File: config.mk
export PLATFORM = sky130hd
export DESIGN_NAME = lasr_stim_seq
export DESIGN_NICKNAME = d
export VERILOG_FILES = /design/src/rtl/lasr_stim_pkg.sv /design/src/rtl/lasr_ref_model.sv /design/src/rtl/lasr_stim_seq.sv
export SDC_FILE = /design/constraint.sdc
export NUM_CORES = 1
export LEC_CHECK = 0
export ABC_CLOCK_PERIOD_IN_PS = 5600
export CAP_MARGIN = 20
export CORE_MARGIN = 10
export CORE_UTILIZATION = 50
export CTS_CLUSTER_SIZE = 20
export DETAILED_ROUTE_END_ITERATION = 8
export DONT_BUFFER_PORTS = 1
export PLACE_DENSITY = 0.63
export REMOVE_ABC_BUFFERS = 1
export SLEW_MARGIN = 20
export SYNTH_ARGS = -nofsm -noshare
export SYNTH_HDL_FRONTEND = slang
export SYNTH_SLANG_ARGS = --single-unit
export TNS_END_PERCENT = 20
File: constraint.sdc
create_clock -name CLK -period 5.6 [get_ports CLK]
set_input_delay 1.4 -clock CLK [delete_from_list [all_inputs] [get_ports CLK]]
set_output_delay 1.4 -clock CLK [all_outputs]
set_load 0.01 [all_outputs]
File: src/rtl/lasr_stim_pkg.sv
// lasr_stim_pkg: shared types, mode codes and LFSR helper for the latch stimulus sequencer
package lasr_stim_pkg;
  typedef enum logic [2:0] {S_IDLE, S_APPLY, S_OPEN, S_CLOSE, S_CHECK, S_FIN} state_e;
  typedef struct packed {
    logic d;
    logic setb;
    logic rstb;
  } vec_t;
  localparam logic [1:0] MODE_WALK = 2'd0;
  localparam logic [1:0] MODE_LFSR = 2'd1;
  localparam logic [1:0] MODE_STRESS = 2'd2;
  localparam int LFSR_W = 8;
  localparam logic [LFSR_W-1:0] LFSR_TAPS = 8'hB8;
  function automatic logic [LFSR_W-1:0] lfsr_step(input logic [LFSR_W-1:0] l);
    return {l[LFSR_W-2:0], ^(l & LFSR_TAPS)};
  endfunction
endpackage

File: src/rtl/lasr_ref_model.sv
// lasr_ref_model: golden set/reset latch, reset dominant over set, both-low drives Q=QN=0
module lasr_ref_model (
  input  logic clk,
  input  logic rst_n,
  input  logic en,
  input  logic d,
  input  logic setb,
  input  logic rstb,
  output logic exp_q,
  output logic exp_qn
);
  logic q_q, q_d, qn_q, qn_d;
  // expected outputs follow the currently driven pins; held value used only when closed
  always_comb begin
    q_d = !rstb ? 1'b0 : !setb ? 1'b1 : en ? d : q_q;
    qn_d = !setb ? 1'b0 : !rstb ? 1'b1 : en ? ~d : qn_q;
  end
  assign exp_q = q_d;
  assign exp_qn = qn_d;
  // remember the latch state for the hold case
  always_ff @(posedge clk) begin
    if (!rst_n) begin
      q_q <= 1'b0;
      qn_q <= 1'b1;
    end else begin
      q_q <= q_d;
      qn_q <= qn_d;
    end
  end
endmodule

File: src/rtl/lasr_stim_seq.sv
// lasr_stim_seq: phased stimulus sequencer and golden-compare checker for one set/reset latch cell
module lasr_stim_seq
  import lasr_stim_pkg::*;
#(
  parameter int NUM_VEC = 16,
  parameter int PHASE_CYC = 2,
  parameter logic [LFSR_W-1:0] LFSR_SEED = 8'hA5,
  parameter int CNT_W = 16
) (
  input  logic             CLK,
  input  logic             RSTB,
  input  logic             START,
  input  logic [1:0]       MODE,
  output logic             DUT_D,
  output logic             DUT_CLK,
  output logic             DUT_SETB,
  output logic             DUT_RSTB,
  input  logic             DUT_Q,
  input  logic             DUT_QN,
  output logic             BUSY,
  output logic             DONE,
  output logic [CNT_W-1:0] VEC_CNT,
  output logic [CNT_W-1:0] ERR_CNT
);
  localparam int PW = PHASE_CYC > 1 ? $clog2(PHASE_CYC) : 1;
  localparam int IW = NUM_VEC > 8 ? $clog2(NUM_VEC) : 3;

  state_e state_q, state_d;
  logic [PW-1:0] ph_q, ph_d;
  logic [IW-1:0] idx_q, idx_d;
  logic [1:0] mode_q, mode_d;
  logic [LFSR_W-1:0] lfsr_q, lfsr_d, lfsr_nxt;
  vec_t vec_q, vec_d;
  logic en_q, en_d, busy_q, busy_d, done_q, done_d;
  logic [CNT_W-1:0] vcnt_q, vcnt_d, ecnt_q, ecnt_d;
  logic exp_q, exp_qn, ph_last, idx_last, miss;

  function automatic vec_t gen(input logic [1:0] m, input logic [IW-1:0] i,
                               input logic [LFSR_W-1:0] l, input logic q);
    return m == MODE_LFSR ? {l[0], |l[2:1], |l[4:3]} :
           m == MODE_STRESS ? {~q, i[0], ~i[0]} : {i[0], ~i[1], ~i[2]};
  endfunction

  lasr_ref_model u_ref (
    .clk   (CLK),
    .rst_n (RSTB),
    .en    (en_q),
    .d     (vec_q.d),
    .setb  (vec_q.setb),
    .rstb  (vec_q.rstb),
    .exp_q (exp_q),
    .exp_qn(exp_qn)
  );

  // next-state: phase sequencing, vector generation at APPLY entry, compare at end of CHECK
  always_comb begin
    ph_last = ph_q == PW'(PHASE_CYC - 1);
    idx_last = idx_q == IW'(NUM_VEC - 1);
    lfsr_nxt = lfsr_step(lfsr_q);
    miss = (DUT_Q !== exp_q) || (DUT_QN !== exp_qn);
    state_d = state_q;
    ph_d = (state_q == S_IDLE || state_q == S_FIN || ph_last) ? '0 : ph_q + 1'b1;
    idx_d = idx_q;
    mode_d = mode_q;
    lfsr_d = lfsr_q;
    vec_d = vec_q;
    en_d = en_q;
    busy_d = busy_q;
    done_d = 1'b0;
    vcnt_d = vcnt_q;
    ecnt_d = ecnt_q;
    unique case (state_q)
      S_IDLE: if (START) begin
        state_d = S_APPLY;
        busy_d = 1'b1;
        mode_d = MODE;
        vcnt_d = '0;
        ecnt_d = '0;
        lfsr_d = LFSR_SEED;
        idx_d = '0;
        vec_d = gen(MODE, '0, LFSR_SEED, exp_q);
      end
      S_APPLY: if (ph_last) begin
        state_d = S_OPEN;
        en_d = 1'b1;
      end
      S_OPEN: if (ph_last) begin
        state_d = S_CLOSE;
        en_d = 1'b0;
      end
      S_CLOSE: if (ph_last) state_d = S_CHECK;
      S_CHECK: if (ph_last) begin
        vcnt_d = vcnt_q + 1'b1;
        ecnt_d = (miss && ecnt_q != '1) ? ecnt_q + 1'b1 : ecnt_q;
        if (idx_last) begin
          state_d = S_FIN;
          busy_d = 1'b0;
          done_d = 1'b1;
        end else begin
          state_d = S_APPLY;
          idx_d = idx_q + 1'b1;
          lfsr_d = lfsr_nxt;
          vec_d = gen(mode_q, idx_d, lfsr_nxt, exp_q);
        end
      end
      default: state_d = S_IDLE;
    endcase
  end

  // state and registered outputs; reset aborts any run without a DONE
  always_ff @(posedge CLK) begin
    if (!RSTB) begin
      state_q <= S_IDLE;
      ph_q <= '0;
      idx_q <= '0;
      mode_q <= MODE_WALK;
      lfsr_q <= LFSR_SEED;
      vec_q <= 3'b011;
      en_q <= 1'b0;
      busy_q <= 1'b0;
      done_q <= 1'b0;
      vcnt_q <= '0;
      ecnt_q <= '0;
    end else begin
      state_q <= state_d;
      ph_q <= ph_d;
      idx_q <= idx_d;
      mode_q <= mode_d;
      lfsr_q <= lfsr_d;
      vec_q <= vec_d;
      en_q <= en_d;
      busy_q <= busy_d;
      done_q <= done_d;
      vcnt_q <= vcnt_d;
      ecnt_q <= ecnt_d;
    end
  end

  assign DUT_D = vec_q.d;
  assign DUT_SETB = vec_q.setb;
  assign DUT_RSTB = vec_q.rstb;
  assign DUT_CLK = en_q;
  assign BUSY = busy_q;
  assign DONE = done_q;
  assign VEC_CNT = vcnt_q;
  assign ERR_CNT = ecnt_q;
endmodule

==> metrics.csv, run 1 <==
stage,metric,value,unit
outcome,status,completed,
layout,layout_common_cells,"dfxtp_1, nand2_1, nor2_1",
floorplan,start_util,51.1,%
clocking,post-cts-setup-buffers,0,
timing,finalMaxSlewViolations,0,
place,dp_hpwl,4630,µm
drt,dr.first_iter.drc_count,112,
drt,routed_wl,6510,µm
grt,grt_overflow,0,
critical_path,worstReg2RegStart,state_q[2]$_SDFFE_PN0P_,
floorplan,core-area,5470,µm²
power_and_ir_drop,intPower,0.000650,W
drt,drtPass1Iterations,4,
layout,seq_area,1160,µm²
critical_path,worstPathCellList,nor4b_2 > nand2b_1 > nor2_4 > a221o_1,
hold_path,min_delay_worst_endpoint,lfsr_q[6]$_SDFFE_PN0P_,
clocking,cts_tree,built,
power_and_ir_drop,powerDensity,291,nW/µm²
clocking,cts_buffers,9,
timing,fin_crit,2.88,ns
synth,synth.avg_cell_area,8.11,µm²
place,io_buffers,0,
critical_path,end_kind,flip-flop,
floorplan,fp.dieW,94.8,µm
power_and_ir_drop,p_sw,0.000228,W
timing,clock_skew,0.0105,ns
floorplan,dieArea,8990,µm²
clocking,htreeDepth,3,
clocking,hold_buffers,0,
timing,max_freq,0.347,GHz
clocking,clk_pin_slew,0.07,ns
clocking,cts.sinks,58,
power_and_ir_drop,vdd_drop_max,0.180,mV
drt,drc,0,
critical_path,reg2reg_setup_slack,3.22,ns
layout,layout.nets,355,
hold_path,hold_class,reg -> reg,
power_and_ir_drop,seq_power_share,50.2,%
synth,synth_cell_type_count,49,
layout,fin_cells,420,
timing,max_slew_margin,42.8,%
floorplan,io_pins,45,
synth,synthFlopType,dfxtp_1,
critical_path,cp.arrival,3.11,ns
place,place_inst,406,
hold_path,hold_start,lfsr_q[6]$_SDFFE_PN0P_,
critical_path,start_kind,primary input,
layout,utilization,55.0,%
timing,rsz0062_at_grt,no,
drt,num_vias,2403,
grt,grt_max_degree,22,
power_and_ir_drop,swShare,26.0,%
timing,final_hold_viol_count,0,
synth,synth_edf_count,0,
drt,via_per_inst,5.72,
layout,diodes,0,
place,gp_congestion,0.775,
layout,multi_input_area,1550,µm²
drt,postRouteAntennaNets,0,
synth,synth_cells,345,
critical_path,reg2reg_depth,4,
timing,layout_worst_path_cycle_share,51.5,%
synth,postSynth.asyncResetShare,0,%
critical_path,worstPathMaxFanout,21,
synth,seq_area_frac_synth,41.5,%
synth,ys_warn_count,0,
grt,antenna_found_initial,0,
critical_path,criticalPathCategory,in -> reg,
layout,fill_cells,531,
grt,grt_usage,15.4,%
floorplan,die_h,94.8,µm
hold_path,hold_depth,2,
layout,area_delta_synth_final,7.60,%
critical_path,cp_slowest_cell,nand2b_1,
layout,final_common_cell,dfxtp_1,
timing,setup_viol,0,
clocking,cts_resized,0,
layout,layout-drive-gt1-share,6.90,%
power_and_ir_drop,p_leak,1.05,nW
synth,yosys_register_bits,58,
grt,grt_pass1_wl,11100,µm
timing,worst_pin_slew,0.857,ns
critical_path,reg2reg_to,ERR_CNT[2]$_SDFFE_PN0P_,
critical_path,slowest_delay,0.75,ns
critical_path,cp.required,5.83,ns
clocking,clk_latency,0.33,ns
critical_path,crit_start,START,
power_and_ir_drop,pwr-share-comb,8.9,%
power_and_ir_drop,clkPwrFrac,40.9,%
synth,syn-cell-area,2800,µm²
timing,fin_tns_setup,0,ns
run,cap_violations,0,
grt,grt_pass1_vias,2241,
drt,wl_per_cell,15.5,µm
floorplan,row_count,27,
clocking,cts_buffer_depth,2,
clocking,cts_root_buffer,clkbuf_8,
-- stage by stage --
stage               total power [W]  instance area (µm²)  hold WS (ns)  worst slack [ns]
finish                     0.000878                 3010         0.455              2.72
global route               0.000914                 3010         0.517              2.52
CTS                        0.000880                 3010         0.458              2.70
detailed placement         0.000528                 2840         0.450              2.33
global placement           0.000527                 2840         0.443              2.37
floorplan                  0.000507                 2740         0.433              2.71
-- power groups by stage --
stage	Sequential [W]	Clock (W)	Combinational [W]
after global placement	0.000450	0	0.0000771
after CTS	0.000441	0.000361	0.0000781
after floorplan	0.000445	0	0.0000628
after global routing	0.000443	0.000381	0.0000896
final	0.000441	0.000359	0.0000783
after detailed placement	0.000450	0	0.0000779
-- state kept, by name (all words and copies together), names as in the netlist --
signal and cells:
BUSY 1, DONE 1, DUT_CLK 1, DUT_D 1
DUT_RSTB 1, DUT_SETB 1, ERR_CNT 16, VEC_CNT 16
idx_q 4, lfsr_q 8, mode_q 2, ph_last 1
state_q 3, u_ref.q_q 1, u_ref.qn_q 1
-- area by class of cell --
class	count	share of cell area, %
sequential	58	38.6
clock buffer	10	4.24
multi-input combinational	268	51.6
tap	72	2.99
inverter	7	0.872
timing repair buffer	1	0.249
clock inverter	4	1.50
-- metal layers --
| metal | global-route usage, % | up-vias | routed length (µm) |
|---|---|---|---|
| li1 | - | 1230 | - |
| met1 | 18.6 | 1102 | 2960 |
| met2 | 23.1 | 57 | 2770 |
| met3 | 6.74 | 14 | 614 |
| met4 | 7.36 | 0 | 173 |
| met5 | 0 | - | 0 |
-- worst max path at each step --
| stage | endpoint | depth (start not counted) |
|---|---|---|
| finish | ERR_CNT[2]$_SDFFE_PN0P_ | 4 |
| global route | ERR_CNT[2]$_SDFFE_PN0P_ | 4 |
| CTS | ERR_CNT[15]$_SDFFE_PN0P_ | 4 |
| detailed placement | ERR_CNT[15]$_SDFFE_PN0P_ | 4 |
| global placement | ERR_CNT[15]$_SDFFE_PN0P_ | 4 |
| floorplan | ERR_CNT[15]$_SDFFE_PN0P_ | 4 |
-- critical path: cells and delay by family --
family / cells / cell delay (ns)
compound gates: 1 / 0.37
simple gates: 3 / 1.33
-- logic make-up after synthesis --
kind of cell | count (synthesis) | synth area share (%)
and+or+nand+nor | 173 | 30.7
AOI/OAI and AO/OA | 67 | 15.6
DFF | 58 | 41.5
xor gates and xnor gates | 23 | 7.20
buffers and inverters | 19 | 3.00
adders and majority gates | 3 | 1.34
muxes | 2 | 0.760
-- synth_stat cells (all sizes together) (3+ instances only) --
master	instances	area share, %
a211oi	4	1.1
a21oi	20	3.6
a22o	6	1.9
a31oi	9	2.0
and2	4	0.89
and3	5	1.1
buf	5	1.1
clkbuf	7	0.94
dfxtp	58	41
ha	3	1.3
inv	7	0.94
nand2	47	6.3
nand2b	6	1.3
nand3	23	4.5
nand4	11	2.7
nor2	46	6.5
nor2b	7	1.6
nor3	9	1.6
nor4	4	0.89
o211ai	4	1.1
o21ai	12	2.3
or3	5	1.1
xnor2	12	3.8
xor2	11	3.4
Note: power is estimated with default switching activity, not from simulation.
==> run 2, diff against run 1 <==
--- a/config.mk
+++ b/config.mk
@@ -5,14 +5,14 @@
 export SDC_FILE = /design/constraint.sdc
 export NUM_CORES = 1
 export LEC_CHECK = 0
-export ABC_CLOCK_PERIOD_IN_PS = 5600
+export ABC_CLOCK_PERIOD_IN_PS = 2500
 export CAP_MARGIN = 20
 export CORE_MARGIN = 10
 export CORE_UTILIZATION = 50
 export CTS_CLUSTER_SIZE = 20
 export DETAILED_ROUTE_END_ITERATION = 8
 export DONT_BUFFER_PORTS = 1
-export PLACE_DENSITY = 0.63
+export PLACE_DENSITY = 0.66
 export REMOVE_ABC_BUFFERS = 1
 export SLEW_MARGIN = 20
 export SYNTH_ARGS = -nofsm -noshare
==> constraint.sdc (replaced) <==
create_clock -name CLK -period 2.5 [get_ports CLK]
set_input_delay 0.625 -clock CLK [delete_from_list [all_inputs] [get_ports CLK]]
set_output_delay 0.625 -clock CLK [all_outputs]
set_load 0.01 [all_outputs]
==> run 2 against run 1 <==
Effect of this change: total power is 130% higher; count of clock-buffer cells in the layout up 1; sequential power rose by 120%; sequential share of layout area down 1.2 points; critical path type is now reg -> reg.
==> metrics.csv, run 2 (synthesis gave the netlist of run 1 again) <==
stage,metric,value,unit,change
layout,area_delta_synth_final,11.0,%,was 7.60%
floorplan,dieArea,8990,µm²,unchanged
drt,drtPass1Iterations,4,,unchanged
power_and_ir_drop,pwr-share-comb,9.9,%,was 8.9%
drt,num_vias,2460,,was 2403
floorplan,row_count,27,,unchanged
clocking,cts_root_buffer,clkbuf_8,,unchanged
floorplan,io_pins,45,,unchanged
clocking,htreeDepth,3,,unchanged
timing,max_slew_margin,43.1,%,was 42.8%
layout,layout-drive-gt1-share,9.97,%,was 6.90%
grt,grt_pass1_wl,10700,µm,was 11100 µm
floorplan,start_util,51.1,%,unchanged
timing,max_freq,0.439,GHz,
critical_path,cp.required,2.72,ns,was 5.83 ns
layout,layout.nets,366,,was 355
floorplan,die_h,94.8,µm,unchanged
layout,diodes,0,,unchanged
drt,dr.first_iter.drc_count,124,,was 112
hold_path,hold_class,in -> reg,,was reg -> reg
timing,rsz0062_at_grt,no,,unchanged
timing,fin_ws,0.224,ns,was 2.72 ns
clocking,cts_buffers,9,,unchanged
critical_path,reg2reg_setup_slack,0.22,ns,was 3.22 ns
grt,grt_max_degree,18,,was 22
layout,multi_input_area,1550,µm²,unchanged
timing,setup_viol,0,,unchanged
timing,finalMaxSlewViolations,0,,unchanged
place,pre_cts_ws,0.255,ns,was 2.33 ns
grt,grt_usage,14.9,%,was 15.4%
place,gp_congestion,0.842,,was 0.775
layout,final_common_cell,dfxtp_1,,unchanged
power_and_ir_drop,powerDensity,647,nW/µm²,was 291 nW/µm²
power_and_ir_drop,p_sw,0.000531,W,was 0.000228 W
power_and_ir_drop,seq_power_share,48.7,%,was 50.2%
clocking,cts_buffer_depth,2,,unchanged
layout,fill_cells,517,,was 531
grt,antenna_found_initial,0,,unchanged
outcome,status,completed,,unchanged
layout,seq_area,1160,µm²,unchanged
power_and_ir_drop,swShare,26.4,%,was 26.0%
floorplan,core-area,5470,µm²,unchanged
drt,postRouteAntennaNets,0,,unchanged
power_and_ir_drop,clkPwrFrac,41.4,%,was 40.9%
clocking,cts_tree,built,,unchanged
critical_path,start_kind,flip-flop,,was primary input
clocking,post-cts-setup-buffers,0,,unchanged
power_and_ir_drop,intPower,0.00148,W,was 0.000650 W
floorplan,fp.dieW,94.8,µm,unchanged
drt,drc,0,,unchanged
power_and_ir_drop,vdd_drop_max,0.286,mV,was 0.180 mV
timing,clock_skew,0.00817,ns,was 0.0105 ns
drt,routed_wl,6640,µm,was 6510 µm
critical_path,cp.arrival,2.50,ns,was 3.11 ns
place,dp_hpwl,4740,µm,was 4630 µm
timing,worst_pin_slew,0.851,ns,was 0.857 ns
drt,wl_per_cell,15.3,µm,was 15.5 µm
clocking,clk_latency,0.33,ns,about the same
grt,grt_pass1_vias,2105,,was 2241
critical_path,worstPathMaxFanout,8,,was 21
power_and_ir_drop,p_leak,1.10,nW,was 1.05 nW
critical_path,end_kind,flip-flop,,unchanged
run,cap_violations,0,,unchanged
grt,grt_overflow,0,,unchanged
place,io_buffers,0,,unchanged
drt,via_per_inst,5.68,,was 5.72
timing,fin_tns_setup,0,ns,unchanged
clocking,clk_pin_slew,0.07,ns,about the same
clocking,hold_buffers,0,,unchanged
clocking,cts_resized,0,,unchanged
timing,fin_crit,2.28,ns,
clocking,cts.sinks,58,,unchanged
layout,layout_common_cells,"dfxtp_1, nand2_1, nor2_1",,unchanged
timing,final_hold_viol_count,0,,unchanged
timing,layout_worst_path_cycle_share,91.0,%,
critical_path,criticalPathCategory,reg -> reg,,was in -> reg
-- run 2: changes by cell type in the layout (fill, tap and decap cells not counted), sizes merged --
cell      before  now
clkinv         3    2
clkbuf        10   11
clkinvlp       0    2
buf            1   12
-- run 2: path summary, 6_finish.rpt --
kind              cells past startpoint                     from                      end
setup reg to reg                      7  ERR_CNT[1]$_SDFFE_PN0P_  ERR_CNT[2]$_SDFFE_PN0P_
hold / removal                        1                     RSTB    u_ref.qn_q$_SDFF_PN1_
hold reg to reg                       2   lfsr_q[6]$_SDFFE_PN0P_   lfsr_q[6]$_SDFFE_PN0P_
setup / recovery                      7  ERR_CNT[1]$_SDFFE_PN0P_  ERR_CNT[2]$_SDFFE_PN0P_
-- run 2: metrics by stage --
| step | hold WS (ns) | power, W | cell area [µm²] | utilization [%] | instances |
|---|---|---|---|---|---|
| after floorplan | 0.433 | 0.00114 | 2740 | - | 333 |
| after global placement | 0.443 | 0.00120 | 2920 | 53.4 | 417 |
| after detailed placement | 0.454 | 0.00120 | 2920 | 53.4 | 417 |
| after CTS | 0.351 | 0.00202 | 3110 | 56.8 | 433 |
| after global routing | 0.346 | 0.00210 | 3110 | 56.8 | 433 |
| final | 0.360 | 0.00201 | 3110 | 56.8 | 433 |
-- run 2: power groups by stage --
stage          clock network, W  registers (W)  logic, W
4_1_cts                0.000843       0.000980  0.000199
3_5_place_dp                  0        0.00100  0.000198
3_3_place_gp                  0        0.00100  0.000196
2_1_floorplan                 0       0.000996  0.000141
5_1_grt                0.000892       0.000984  0.000225
6_report               0.000832       0.000980  0.000199
-- run 2: final cells by class --
type                            count  share of cell area [%]
Timing Repair Buffer               12                    2.90
Clock inverter                      5                    1.77
Sequential cell                    58                    37.4
Tap cell                           72                    2.90
Clock buffer                       11                    4.23
Multi-Input combinational cell    268                    50.0
Inverter                            7                   0.845
-- run 2: worst max-delay path, stage by stage, from the launching register on --
cell       delay (ns)
dfxtp_1          0.45
ha_1             0.25
nand3_2          0.14
or4_1            0.53
a2bb2oi_1        0.19
nand4_2          0.18
nor2_2           0.12
a221o_1          0.31
-- run 2: layer usage --
| metal | global-route usage, % | vias to the layer above | wire length [µm] |
|---|---|---|---|
| met2 | 22.3 | 70 | 2890 |
| met3 | 4.76 | 8 | 565 |
| met5 | 0 | - | 0 |
| met1 | 19.3 | 1133 | 3100 |
| met4 | 5.99 | 0 | 81 |
| li1 | - | 1249 | - |
